--- config.mk ---
export PLATFORM = sky130hd
export DESIGN_NAME = prio_request_arbiter
export DESIGN_NICKNAME = d
export VERILOG_FILES = /design/src/rtl/prio_request_arbiter_pkg.sv /design/src/rtl/prio_request_arbiter_select.sv /design/src/rtl/prio_request_arbiter.sv
export SDC_FILE = /design/constraint.sdc
export NUM_CORES = 1
export LEC_CHECK = 0
export CAP_MARGIN = 30
export CORE_UTILIZATION = 37
export CTS_CLUSTER_SIZE = 20
export DETAILED_ROUTE_END_ITERATION = 16
export HOLD_SLACK_MARGIN = 0.12
export PLACE_DENSITY = 0.66
export REMOVE_ABC_BUFFERS = 1
export SYNTH_ARGS = -nofsm -noshare
export SYNTH_HDL_FRONTEND = slang
export SYNTH_SLANG_ARGS = --single-unit
--- constraint.sdc ---
create_clock -name clk -period 1.6 [get_ports clk]
set_input_delay 0.32 -clock clk [delete_from_list [all_inputs] [get_ports clk]]
set_output_delay 0.32 -clock clk [all_outputs]
set_load 0.1 [all_outputs]
--- src/rtl/prio_request_arbiter_pkg.sv ---
// Shared types and helpers for the prio_request_arbiter slice.
// PRIO_ROUND_ROBIN_EN selects round-robin instead of fixed priority.
package prio_pkg;

    typedef enum logic {
        IDLE  = 1'b0,
        GRANT = 1'b1
    } prio_state_t;

    function automatic int prio_addr_w(input int n);
        int w;
        w = $clog2(n);
        return (w < 1) ? 1 : w;
    endfunction

endpackage

--- src/rtl/prio_request_arbiter_select.sv ---
// Combinational winner search over a candidate vector, starting at 'start'.
// PRIO_ROUND_ROBIN_EN: ascending wrap from start; otherwise descending wrap from start.
module prio_select
    import prio_pkg::*;
#(
    parameter int N_REQ  = 8,
    parameter int ADDR_W = prio_addr_w(N_REQ)
) (
    input  logic [N_REQ-1:0]  vec,
    input  logic [ADDR_W-1:0] start,
    output logic [ADDR_W-1:0] index,
    output logic              found
);

    // Walk offsets from farthest to nearest so the nearest hit is the last write.
    always_comb begin
        index = '0;
        found = |vec;
        for (int i = N_REQ - 1; i >= 0; i--) begin
            int                pos;
            logic [ADDR_W-1:0] p;
`ifdef PRIO_ROUND_ROBIN_EN
            pos = int'(start) + i;
            if (pos >= N_REQ) pos = pos - N_REQ;
`else
            pos = int'(start) - i;
            if (pos < 0) pos = pos + N_REQ;
`endif
            p = ADDR_W'(pos);
            if (vec[p]) index = p;
        end
    end

endmodule

--- src/rtl/prio_request_arbiter.sv ---
// Registered request arbiter: sticky rising-edge capture, one held grant at a time.
// PRIO_ROUND_ROBIN_EN enables round-robin selection with a 'last' pointer.
module prio_request_arbiter
    import prio_pkg::*;
#(
    parameter int N_REQ  = 8,
    parameter int ADDR_W = prio_addr_w(N_REQ)
) (
    input  logic              clk,
    input  logic              reset,
    input  logic              enable,
    input  logic [N_REQ-1:0]  req,
    input  logic [N_REQ-1:0]  mask,
    input  logic              ack,
    output logic              valid,
    output logic [ADDR_W-1:0] address,
    output logic              any_pending,
    output logic [N_REQ-1:0]  pending_out,
    output logic              overrun
);

    prio_state_t       state_q, state_d;
    logic [ADDR_W-1:0] address_q, address_d;
    logic [N_REQ-1:0]  pending_q, pending_d;
    logic [N_REQ-1:0]  req_q;
    logic              any_pending_q, any_pending_d;
    logic              overrun_q, overrun_d;

    logic [N_REQ-1:0]  rise_w;
    logic [N_REQ-1:0]  clr_w;
    logic [N_REQ-1:0]  cand_w;
    logic [ADDR_W-1:0] start_w;
    logic [ADDR_W-1:0] sel_index_w;
    logic              sel_found_w;
    logic              accept_w;

    assign accept_w = (state_q == GRANT) && ack;
    assign cand_w   = pending_q & ~mask;

`ifdef PRIO_ROUND_ROBIN_EN
    logic [ADDR_W-1:0] last_q, last_d;

    assign last_d  = accept_w ? address_q : last_q;
    assign start_w = (last_q == ADDR_W'(N_REQ - 1)) ? '0 : last_q + ADDR_W'(1);

    always_ff @(posedge clk) begin
        if (reset) last_q <= ADDR_W'(N_REQ - 1);
        else       last_q <= last_d;
    end
`else
    assign start_w = ADDR_W'(N_REQ - 1);
`endif

    prio_select #(
        .N_REQ (N_REQ),
        .ADDR_W(ADDR_W)
    ) u_select (
        .vec  (cand_w),
        .start(start_w),
        .index(sel_index_w),
        .found(sel_found_w)
    );

    always_comb begin
        rise_w = req & ~req_q;
        clr_w  = '0;
        if (accept_w) clr_w = {{(N_REQ - 1){1'b0}}, 1'b1} << address_q;
        // A rise on the bit being acked re-arms it: set beats clear.
        pending_d     = (pending_q & ~clr_w) | rise_w;
        overrun_d     = |(rise_w & pending_q & ~clr_w);
        any_pending_d = |(pending_d & ~mask);

        state_d   = state_q;
        address_d = address_q;
        case (state_q)
            IDLE: begin
                if (enable && sel_found_w) begin
                    state_d   = GRANT;
                    address_d = sel_index_w;
                end
            end
            GRANT: begin
                if (ack) state_d = IDLE;
            end
            default: state_d = IDLE;
        endcase
    end

    // During reset req_q tracks req, so a line held high through reset is not seen as a rise.
    always_ff @(posedge clk) begin
        if (reset) begin
            state_q       <= IDLE;
            address_q     <= '0;
            pending_q     <= '0;
            req_q         <= req;
            any_pending_q <= 1'b0;
            overrun_q     <= 1'b0;
        end else begin
            state_q       <= state_d;
            address_q     <= address_d;
            pending_q     <= pending_d;
            req_q         <= req;
            any_pending_q <= any_pending_d;
            overrun_q     <= overrun_d;
        end
    end

    assign valid       = (state_q == GRANT);
    assign address     = address_q;
    assign any_pending = any_pending_q;
    assign pending_out = pending_q;
    assign overrun     = overrun_q;

endmodule

==> implementation parameters <==
Parameter                              Value

Synth
  Post-synthesis mux area share ... 0%
  Combinational family with the most area after synthesis ... simple AND/OR/NAND/NOR gates
  Cell area after synthesis ... 1049 µm²
  Xor/xnor cell area share of the yosys netlist ... 0%
  Yosys warns ... 0
  Synth Area in Compound Gates ... 25.66%
  Biggest area consumer among synthesized cells ... sky130_fd_sc_hd__dfxtp_1
  Leading post-synthesis cells by cell area ... sky130_fd_sc_hd__dfxtp_1 (42%), sky130_fd_sc_hd__a21oi_1 (7.2%), sky130_fd_sc_hd__nand2b_1 (6.6%)
  Register bit count reported by yosys ... 22
  Number of library cell types mapped by synthesis ... 30
  Fraction of the mapped netlist area in adder cells ... 0%
  Proportion of netlist area held by the largest area contributor ... 42.00%
  Syn_area_per_cell ... 8.886 µm²
  Sequential fraction of the synthesis area ... 42.00%
  Post-Synth Simple-Gate Area ... 29.83%
  Synth Instances ... 118

CTS
  Number of buffers created by CTS ... 3
  Post-CTS setup buffers ... 0
  Clock insertion delay at the later pin of the skew report ... 0.32 ns
  Clock tree from TritonCTS ... built
  TritonCTS sink count ... 22
  Number of buffers inserted for hold repair after clock tree synthesis ... 0
  Number of cells upsized or downsized after cts ... 0
  Reg clk slew, reported paths ... 0.11 ns
  Max clock buf depth ... 2
  Library cell used as clock root buffer ... sky130_fd_sc_hd__clkbuf_4
  H-tree lvl count ... 1

Cells and area
  Total inserted antenna cells ... 0
  Net total in the final layout ... 204
  Area occupied by multi-input gates ... 595.6 µm²
  Relative area change from synthesis to final layout ... 72.55%
  Share of final-layout standard cells stronger than drive strength 1 ... 31.87%
  Most common cell after layout, fill and taps aside ... sky130_fd_sc_hd__buf_4
  Total area of sequential cells ... 440.4 µm²
  Filler instances ... 225
  Most frequent cells in the layout ... sky130_fd_sc_hd__buf_4 (29), sky130_fd_sc_hd__dfxtp_1 (22), sky130_fd_sc_hd__clkdlybuf4s50_1 (18)
  Post-route insts no fill ... 212

Global routing
  Number of antenna violations at the first check in global routing ... 0
  Largest net degree at the start of global routing ... 15
  Vias in the first global route ... 1128
  Total overflow reported by the global router ... 0
  Total global routing track utilization ... 21.01%
  First-pass GRT wire length ... 5.106 mm

Timing
  Slew @ Worst Pin ... 0.3184 ns
  Worst hold margin ... 0.4082 ns
  Sum Neg Setup Slack ... 0 ns
  Final setup margin ... 0.09558 ns
  Headroom to the max-slew limit ... 78.59%
  Setup clock skew after layout ... 0.006387 ns
  Achievable clock frequency ... 664.7 MHz
  Final setup viols ... 0
  Clock period minus worst slack ... 1.504 ns
  Unrepaired setup endpoints after global routing ... false
  Number of hold violations in the final report ... 0
  Number of slew-limit violations in the final report ... 0
  Final worst-path cycle share ... 94.03%

Detailed routing
  Iteration-0 DRC Markers ... 20
  DRC violation count after routing ... 0
  Residual antenna-violating net count after detailed routing ... 0
  Total wire length after detailed routing ... 3.032 mm
  Mean number of vias per cell ... 5.335
  DRT Pass-1 Iters ... 4
  Vias after detailed routing ... 1131
  Routed wire per std cell ... 14.30 µm

Floorplanning
  Die width ... 55.24 µm
  Area of the die ... 3051 µm²
  Top-Level Pins ... 34
  # rows ... 18
  Placeable core region ... 2567 µm²
  Initial cell density of the core ... 40.84%
  Vertical die dimension ... 55.24 µm

Worst setup path
  Setup crit start kind ... register
  Category of the worst setup path capture point ... output port
  Register-to-register path setup slack ... 0.14 ns
  CP Data Required Time ... 1.28 ns
  Timing endpoint of the critical path ... address[1]
  Worst Setup SP ... address[1]
  Worst path arrival time ... 1.18 ns
  Largest fanout of any net on the critical path ... 8
  Number of cell instances on the worst register-to-register path ... 5
  Capturing point of the worst reg2reg path ... address[2]
  Worst r2r src ... pending_out[3]
  Startpoint-to-endpoint class of the critical path ... reg2out

Pwr
  Part of the power in combinational logic ... 42.3%
  Leakage Power ... 0.7444 nW
  Switching power of the nets ... 0.0005888 W
  Switching part of the total power ... 37.97%
  Pwr Density ... 857.2 nW/µm²
  Largest voltage drop on the vdd net ... 0.8139 mV
  Clock share of power ... 16.9%
  Total power ... 0.001551 W
  Reg power frac ... 40.8%
  Internal Dissipation ... 0.0009620 W

Placed design
  Number of buffers inserted by port buffering ... 33
  Final estimated routing congestion in global placement ... 0.8544
  Setup Slack @ Placement ... -0.2029 ns
  Half-perimeter wire length of the detailed placement result ... 2.412 mm
  Number of cells after detailed placement ... 209

Worst hold path
  Worst hold path class ... in2reg

Run
  Max-Cap Viols ... 0

Status
  Outcome ... completed
-- metal layers --
metal  routed length (µm)  track usage (%)  up-vias
li1                     -                -      554
met1                 1353            24.85      535
met2                 1507            37.87       37
met3                  141            5.386        5
met4                   29            4.643        0
met5                    0                0        -
-- area by class of cell --
| class | instances | area share (%) |
|---|---|---|
| clock buffers | 3 | 1.245 |
| inverters | 6 | 1.245 |
| multi-input cells | 89 | 32.92 |
| flip-flops and latches | 22 | 24.34 |
| well taps | 30 | 2.075 |
| repair buffers | 62 | 38.17 |
-- worst max-delay path, stage by stage, from the launching register on --
cell and delay, ns:
sky130_fd_sc_hd__dfxtp_1 0.51, sky130_fd_sc_hd__buf_4 0.19, sky130_fd_sc_hd__buf_12 0.17
-- cell families after synthesis --
family / Yosys count
AND/OR/NAND/NOR: 49
AO/OA/AOI/OAI: 40
flip-flops: 22
buffers and inverters: 7
-- state kept, by name (all words and copies together) (netlist names) --
name         count
address          3
any_pending      1
overrun          1
pending_out      8
req_q            8
valid            1
-- cell usage after synthesis --
cell,instances
sky130_fd_sc_hd__nand2b_1,11
sky130_fd_sc_hd__nand3b_1,1
sky130_fd_sc_hd__nand2b_4,1
sky130_fd_sc_hd__nor4_1,1
sky130_fd_sc_hd__nor2b_4,3
sky130_fd_sc_hd__nand3b_2,1
sky130_fd_sc_hd__clkbuf_1,1
sky130_fd_sc_hd__dfxtp_1,22
sky130_fd_sc_hd__nor3_1,6
sky130_fd_sc_hd__o31ai_1,1
sky130_fd_sc_hd__a211oi_1,6
sky130_fd_sc_hd__o22ai_1,4
sky130_fd_sc_hd__a311oi_1,2
sky130_fd_sc_hd__a41oi_4,1
sky130_fd_sc_hd__o21ai_0,6
sky130_fd_sc_hd__nor2b_2,1
sky130_fd_sc_hd__and3_1,1
sky130_fd_sc_hd__o311a_1,1
sky130_fd_sc_hd__nor3b_1,1
sky130_fd_sc_hd__nand2_1,1
sky130_fd_sc_hd__nor2b_1,7
sky130_fd_sc_hd__a21o_1,1
sky130_fd_sc_hd__a31oi_1,1
sky130_fd_sc_hd__a21oi_2,2
sky130_fd_sc_hd__and2b_4,1
sky130_fd_sc_hd__nor2_1,10
sky130_fd_sc_hd__nand3_1,2
sky130_fd_sc_hd__a21oi_1,15
sky130_fd_sc_hd__inv_1,6
sky130_fd_sc_hd__nor2_2,1
-- per-stage QoR --
stage               util (%)  cell area (µm²)
floorplan                  -             1045
global placement       68.96             1770
detailed placement     68.96             1770
CTS                    69.83             1793
global route           70.47             1809
finish                 70.47             1809
-- worst min path at each step --
stage | startpoint | end | slack [ns] | cells after the start
detailed placement | req_q[6] | pending_out[6] | 0.55 | 2
finish | ack | valid | 0.41 | 4
global route | req[4] | req_q[4] | 0.45 | 1
CTS | req[4] | req_q[4] | 0.46 | 1
global placement | req_q[6] | pending_out[6] | 0.54 | 2
floorplan | req[0] | req_q[0] | 0.35 | 0
-- power by group through the flow --
stage | Combinational, W | Clock [W] | Sequential (W)
5_1_grt | 0.000688 | 0.000285 | 0.000639
6_report | 0.000655 | 0.000263 | 0.000633
2_1_floorplan | 0.000139 | 0 | 0.000849
3_3_place_gp | 0.000644 | 0 | 0.000641
4_1_cts | 0.000654 | 0.000267 | 0.000631
3_5_place_dp | 0.000652 | 0 | 0.000644
Note: power is estimated with default switching activity, not from simulation.
